<file path="src/rtl/ks_add_sched.sv">
// ks_add_sched: round-robin issue scheduler for the shared pipelined Kogge-Stone adder.
// Define KS_ADD_SCHED_WIDE_EN to enable 48-bit adds sequenced as two chained passes.
module ks_add_sched #(
   parameter int unsigned WIDTH = 24,
   parameter int unsigned LAT   = 3
) (
   input  logic               i_clk,
   input  logic               i_rst,
   input  logic               i_req0_valid,
   output logic               o_req0_ready,
   input  logic [2*WIDTH-1:0] i_req0_a,
   input  logic [2*WIDTH-1:0] i_req0_b,
   input  logic               i_req0_cin,
   input  logic               i_req0_wide,
   input  logic               i_req1_valid,
   output logic               o_req1_ready,
   input  logic [2*WIDTH-1:0] i_req1_a,
   input  logic [2*WIDTH-1:0] i_req1_b,
   input  logic               i_req1_cin,
   input  logic               i_req1_wide,
   output logic               o_add_valid,
   output logic [WIDTH-1:0]   o_add_a,
   output logic [WIDTH-1:0]   o_add_b,
   output logic               o_add_cin,
   input  logic [WIDTH-1:0]   i_add_sum,
   input  logic               i_add_cout,
   output logic               o_rsp_valid,
   output logic               o_rsp_id,
   output logic [2*WIDTH-1:0] o_rsp_sum,
   output logic               o_rsp_cout
);

   typedef struct packed {
      logic valid;
      logic id;
      logic wide;
      logic half;
   } tag_t;

`ifdef KS_ADD_SCHED_WIDE_EN
   typedef enum logic [1:0] {ISSUE, WIDE_WAIT, WIDE_HI} state_t;
`else
   typedef enum logic [0:0] {ISSUE = 1'b0} state_t;
`endif

   state_t             state_q, state_d;
   logic               last_q;
   tag_t               tag_q [0:LAT];
   tag_t               tag_exit, issue_tag;
   logic               grant_id, accept, sel_cin, sel_wide;
   logic [2*WIDTH-1:0] sel_a, sel_b;
   logic               issue_go, issue_cin;
   logic [WIDTH-1:0]   issue_a, issue_b;
   logic               exit_lo, exit_rsp;

   // On a tie the requester not granted last wins; a lone requester always wins.
   assign grant_id     = (i_req0_valid & i_req1_valid) ? ~last_q : i_req1_valid;
   assign accept       = (state_q == ISSUE) & (i_req0_valid | i_req1_valid);
   assign o_req0_ready = accept & ~grant_id;
   assign o_req1_ready = accept & grant_id;
   assign sel_a        = grant_id ? i_req1_a   : i_req0_a;
   assign sel_b        = grant_id ? i_req1_b   : i_req0_b;
   assign sel_cin      = grant_id ? i_req1_cin : i_req0_cin;

`ifdef KS_ADD_SCHED_WIDE_EN
   logic [WIDTH-1:0] hi_a_q, hi_b_q, lo_q;
   assign sel_wide = grant_id ? i_req1_wide : i_req0_wide;
`else
   logic unused_wide;
   assign sel_wide    = 1'b0;
   assign unused_wide = ^{i_req0_a[2*WIDTH-1:WIDTH], i_req0_b[2*WIDTH-1:WIDTH],
                          i_req1_a[2*WIDTH-1:WIDTH], i_req1_b[2*WIDTH-1:WIDTH],
                          i_req0_wide, i_req1_wide};
`endif

   assign tag_exit = tag_q[LAT];
   assign exit_lo  = tag_exit.valid & tag_exit.wide & ~tag_exit.half;
   assign exit_rsp = tag_exit.valid & ~exit_lo;

   always_comb begin
      issue_go  = accept;
      issue_a   = sel_a[WIDTH-1:0];
      issue_b   = sel_b[WIDTH-1:0];
      issue_cin = sel_cin;
      issue_tag = {accept, grant_id, sel_wide, 1'b0};
`ifdef KS_ADD_SCHED_WIDE_EN
      // High half is registered on the low-half exit edge, so WIDE_HI is the cycle it is on the port.
      if ((state_q == WIDE_WAIT) && exit_lo) begin
         issue_go  = 1'b1;
         issue_a   = hi_a_q;
         issue_b   = hi_b_q;
         issue_cin = i_add_cout;
         issue_tag = {1'b1, tag_exit.id, 1'b1, 1'b1};
      end
`endif
   end

   always_comb begin
      state_d = state_q;
`ifdef KS_ADD_SCHED_WIDE_EN
      case (state_q)
         ISSUE:     if (accept && sel_wide) state_d = WIDE_WAIT;
         WIDE_WAIT: if (exit_lo) state_d = WIDE_HI;
         WIDE_HI:   state_d = ISSUE;
         default:   state_d = ISSUE;
      endcase
`endif
   end

   always_ff @(posedge i_clk or posedge i_rst) begin
      if (i_rst) begin
         state_q     <= ISSUE;
         last_q      <= 1'b1;
         o_add_valid <= 1'b0;
         o_add_a     <= '0;
         o_add_b     <= '0;
         o_add_cin   <= 1'b0;
         for (int unsigned i = 0; i <= LAT; i++) tag_q[i] <= '0;
         o_rsp_valid <= 1'b0;
         o_rsp_id    <= 1'b0;
         o_rsp_sum   <= '0;
         o_rsp_cout  <= 1'b0;
      end else begin
         state_q <= state_d;
         if (accept) last_q <= grant_id;
         o_add_valid <= issue_go;
         if (issue_go) begin
            o_add_a   <= issue_a;
            o_add_b   <= issue_b;
            o_add_cin <= issue_cin;
         end
         tag_q[0] <= issue_tag;
         for (int unsigned i = 1; i <= LAT; i++) tag_q[i] <= tag_q[i-1];
         o_rsp_valid <= exit_rsp;
         if (exit_rsp) begin
            o_rsp_id   <= tag_exit.id;
            o_rsp_cout <= i_add_cout;
`ifdef KS_ADD_SCHED_WIDE_EN
            o_rsp_sum  <= tag_exit.half ? {i_add_sum, lo_q} : {{WIDTH{1'b0}}, i_add_sum};
`else
            o_rsp_sum  <= {{WIDTH{1'b0}}, i_add_sum};
`endif
         end
      end
   end

`ifdef KS_ADD_SCHED_WIDE_EN
   always_ff @(posedge i_clk or posedge i_rst) begin
      if (i_rst) begin
         hi_a_q <= '0;
         hi_b_q <= '0;
         lo_q   <= '0;
      end else begin
         if (accept && sel_wide) begin
            hi_a_q <= sel_a[2*WIDTH-1:WIDTH];
            hi_b_q <= sel_b[2*WIDTH-1:WIDTH];
         end
         if ((state_q == WIDE_WAIT) && exit_lo) lo_q <= i_add_sum;
      end
   end
`endif

endmodule

</file>
<file path="config.mk">
export PLATFORM = sky130hd
export DESIGN_NAME = ks_add_sched
export DESIGN_NICKNAME = d
export VERILOG_FILES = /design/src/rtl/ks_add_sched.sv
export SDC_FILE = /design/constraint.sdc
export NUM_CORES = 1
export LEC_CHECK = 0
export ABC_AREA = 1
export BUFFER_PORTS_ARGS = -buffer_cell sky130_fd_sc_hd__buf_2
export CAP_MARGIN = 20
export CORE_AREA = 3 3 128 130
export CTS_CLUSTER_SIZE = 10
export DETAILED_ROUTE_END_ITERATION = 10
export DIE_AREA = 0 0 131 133
export PLACE_DENSITY_LB_ADDON = 0.25
export SLEW_MARGIN = 20
export SYNTH_ARGS = -nofsm -noshare
export SYNTH_HDL_FRONTEND = slang
export SYNTH_SLANG_ARGS = --single-unit
</file>
<file path="constraint.sdc">
create_clock -name i_clk -period 2.39 [get_ports i_clk]
set_clock_uncertainty 0.1 [all_clocks]
set_input_delay 0 -clock i_clk [delete_from_list [all_inputs] [get_ports i_clk]]
set_output_delay 0 -clock i_clk [all_outputs]
set_load 0.03 [all_outputs]
</file>
==> impl_results.md <==
- Status: finished, final reports clean
- I/O pins: 328
- Largest net degree at the start of global routing: 64
- CP Capture Point: o_add_b[1]
- Worst reg2reg path depth: 6
- Seq/Total Area, Yosys: 52.4%
- Residual DRC: 0
- Die W: 131 um
- Gr ovfl total: 0
- Area contributors post-synth: dfrtp_1 (52%), nand2_1 (16%), nand3_1 (12%)
- Min cycle time layout: 2.22 ns
- Filler cells: 1544
- Initial drt markers: 142
- Worst r2r src: last_q
- FFs w/ async S/R, synth: 100%
- Max Fanout on Critical Path: 20
- Via count: 4345
- Clock slew at reported path FFs: 0.07 ns
- Setup CP Type: flop to flop
- Setup bufs post-CTS: 0
- Area of the core: 0.0153 mm^2
- Skew-Pair Late Insertion Delay: 0.34 ns
- Multi-input gate area: 0.00140 mm^2
- P&R area growth vs syn: 66.2%
- Share of the synthesized area in the top cell type: 51.8%
- First-pass GRT wire length: 20700 um
- Int Pwr: 2.79 mW
- Clock buffer depth: 2
- Reg area: 0.00213 mm^2
- Hold WS: 0.00607 ns
- Vias per inst: 4.12
- Synth cell types: 14
- Setup TNS: 0 ns
- Number of CTS-inserted buffers: 9
- Starting density of the core: 26.6%
- Synth warnings: 0
- First-pass iteration count of the detailed router: 5
- Most common library cells after synthesis: nand2_1 (177), nand3_1 (98), dfrtp_1 (84), inv_1 (76), buf_4 (28)
- DP HPWL: 8130 um
- Clock power share: 31.3%
- Crit start category: flop
- Final WL: 13300 um
- Max_cap viols: 0
- CTS tree: yes
- Die ar.: 0.0174 mm^2
- Gr usage total: 15.0%
- Final setup margin: 0.165 ns
- #FFs+latches synth: 85
- Worst Path Arrival: 2.41 ns
- Peak Freq: 0.449 GHz
- Max-slew headroom: 59.2%
- Worst Tran Pin Value: 0.613 ns
- Mapped cell area: 0.00406 mm^2
- CP Capture Type: flop
- Wire length per cell: 12.6 um
- Pre-CTS WS: 0.521 ns
- Nets: 1064
- Reg-to-Reg End: o_add_b[1]
- Sw Ratio: 33.4%
- Period utilisation layout: 93.1%
- Layout cells sized above 1: 27.8%
- PwrDens: 620 mW/mm^2
- Combinational group share of total power: 29.0%
- Number of synthesized flops with an enable pin: 0
- Htree depth: 3
- Vias in the first global route: 4320
- Reg power frac: 39.7%
- Root Driver: clkbuf_16
- Antenna Nets Post-Route: 0
- Crit path from: last_q
- Cells after synthesis: 524
- Diode count: 0
- Critical Path RT: 2.57 ns
- Worst VDD drop: 0.000303 V
- Avg Cell Area, Syn: 7.75 um^2
- Yosys top cell by area: dfrtp_1
- Row count: 45
- Clk sinks: 85
- Count of final hold-check violations: 0
- I/O Buffers: 205
- RD Place Congestion: 0.724
- Worst min path class: input port to flop
- RSZ-0062 raised after global routing: no
- P_sw: 1.40 mW
- Die Ht: 133 um
- Count leader, synth: nand2_1
- Final setup vio count: 0
- Initial antenna violation count: 0
- Primary FF master, synth: dfrtp_1
- Reg-to-reg slack, setup: 0.17 ns
- Fin. max-slew vios: 0
- P_leak: 3.76 nW
==> power groups by stage <==
| stage | sequential, mW | combinational, mW | clock [mW] |
|---|---|---|---|
| floorplan | 1.96 | 0.379 | 0 |
| global placement | 1.69 | 0.977 | 0 |
| detailed placement | 1.69 | 0.980 | 0 |
| CTS | 1.66 | 1.21 | 1.37 |
| global route | 1.68 | 1.33 | 1.41 |
| finish | 1.66 | 1.21 | 1.31 |
==> worst min-delay path by stage <==
stage	startpoint	end	slack [ns]	depth (start not counted)
floorplan	i_add_sum[20]	o_rsp_sum[20]	0.02	2
global placement	i_rst	o_rsp_cout	-0.09	2
detailed placement	i_rst	o_rsp_cout	-0.09	2
CTS	i_req0_valid	tag_q[15]	0.05	3
global route	i_req1_valid	last_q	0.01	3
finish	i_req1_valid	last_q	0.006	3
==> kinds of logic after synthesis <==
family / synth area share, %
flops: 52.4
compound gates: 3.20
buf+inv: 15.5
simple gates: 28.8
other cells: 0.0924
==> layer usage <==
metal	routed length [um]	GRT usage [%]	part of all wire (%)	vias up
li1	-	-	-	2183
met1	5770	18.6	43	1984
met2	6220	25.4	47	166
met3	1100	3.63	8.3	12
met4	185	4.97	1.4	0
met5	0	0	0	-
==> worst max-delay path: stages, from the launching register on <==
cell and delay [ns]:
dfstp_2 0.54, nand2_2 0.29, nand2_4 0.26, buf_4 0.24
nand3_1 0.11, nand2_1 0.09, dlygate4sd3_1 0.54
==> through the flow <==
stage,total power [mW],util [%],cells,cell area [um^2]
after global routing,4.42,44.2,1055,6750
after floorplan,2.34,-,547,4150
final,4.18,44.2,1055,6750
after detailed placement,2.67,34.2,915,5220
after CTS,4.25,44.2,1055,6740
after global placement,2.66,34.2,915,5220
==> cell usage in the layout, fill, tap and decap left out, types with 2 or more instances in the layout <==
| cell | netlist | final |
|---|---|---|
| buf_12 | 0 | 4 |
| buf_2 | 13 | 205 |
| buf_4 | 28 | 3 |
| clkbuf_16 | 0 | 9 |
| clkinv_1 | 2 | 2 |
| clkinv_2 | 0 | 3 |
| clkinvlp_4 | 0 | 3 |
| conb_1 | 1 | 24 |
| dfrtp_1 | 84 | 84 |
| dlygate4sd3_1 | 0 | 124 |
| inv_1 | 76 | 75 |
| inv_6 | 0 | 2 |
| nand2_1 | 177 | 175 |
| nand3_1 | 98 | 98 |
| o21ai_0 | 26 | 26 |
==> state kept, by name, summed over array words and instances (netlist names) <==
signal and cells:
last_q 1, o_add_a 24, o_add_b 24, o_add_cin 1
o_rsp_cout 1, o_rsp_id 1, o_rsp_sum 24, o_rsp_valid 1
tag_exit 2, tag_q 6
==> layout make-up <==
cell class / count / share of cell area [%]
Clock buffer: 9 / 3.34
Clock inverter: 7 / 0.742
Inverter: 79 / 4.41
Multi-Input combinational cell: 327 / 20.8
Sequential cell: 85 / 31.5
Tap cell: 211 / 3.91
Timing Repair Buffer: 337 / 35.3
==> what timing repair did <==
item                       in CTS  in global routing
hold buffers                  124                  0
setup endpoints to repair       0                  7
hold endpoints to repair      158                  0
resized for setup               0                  2
Power figures use the tool's default switching activity.
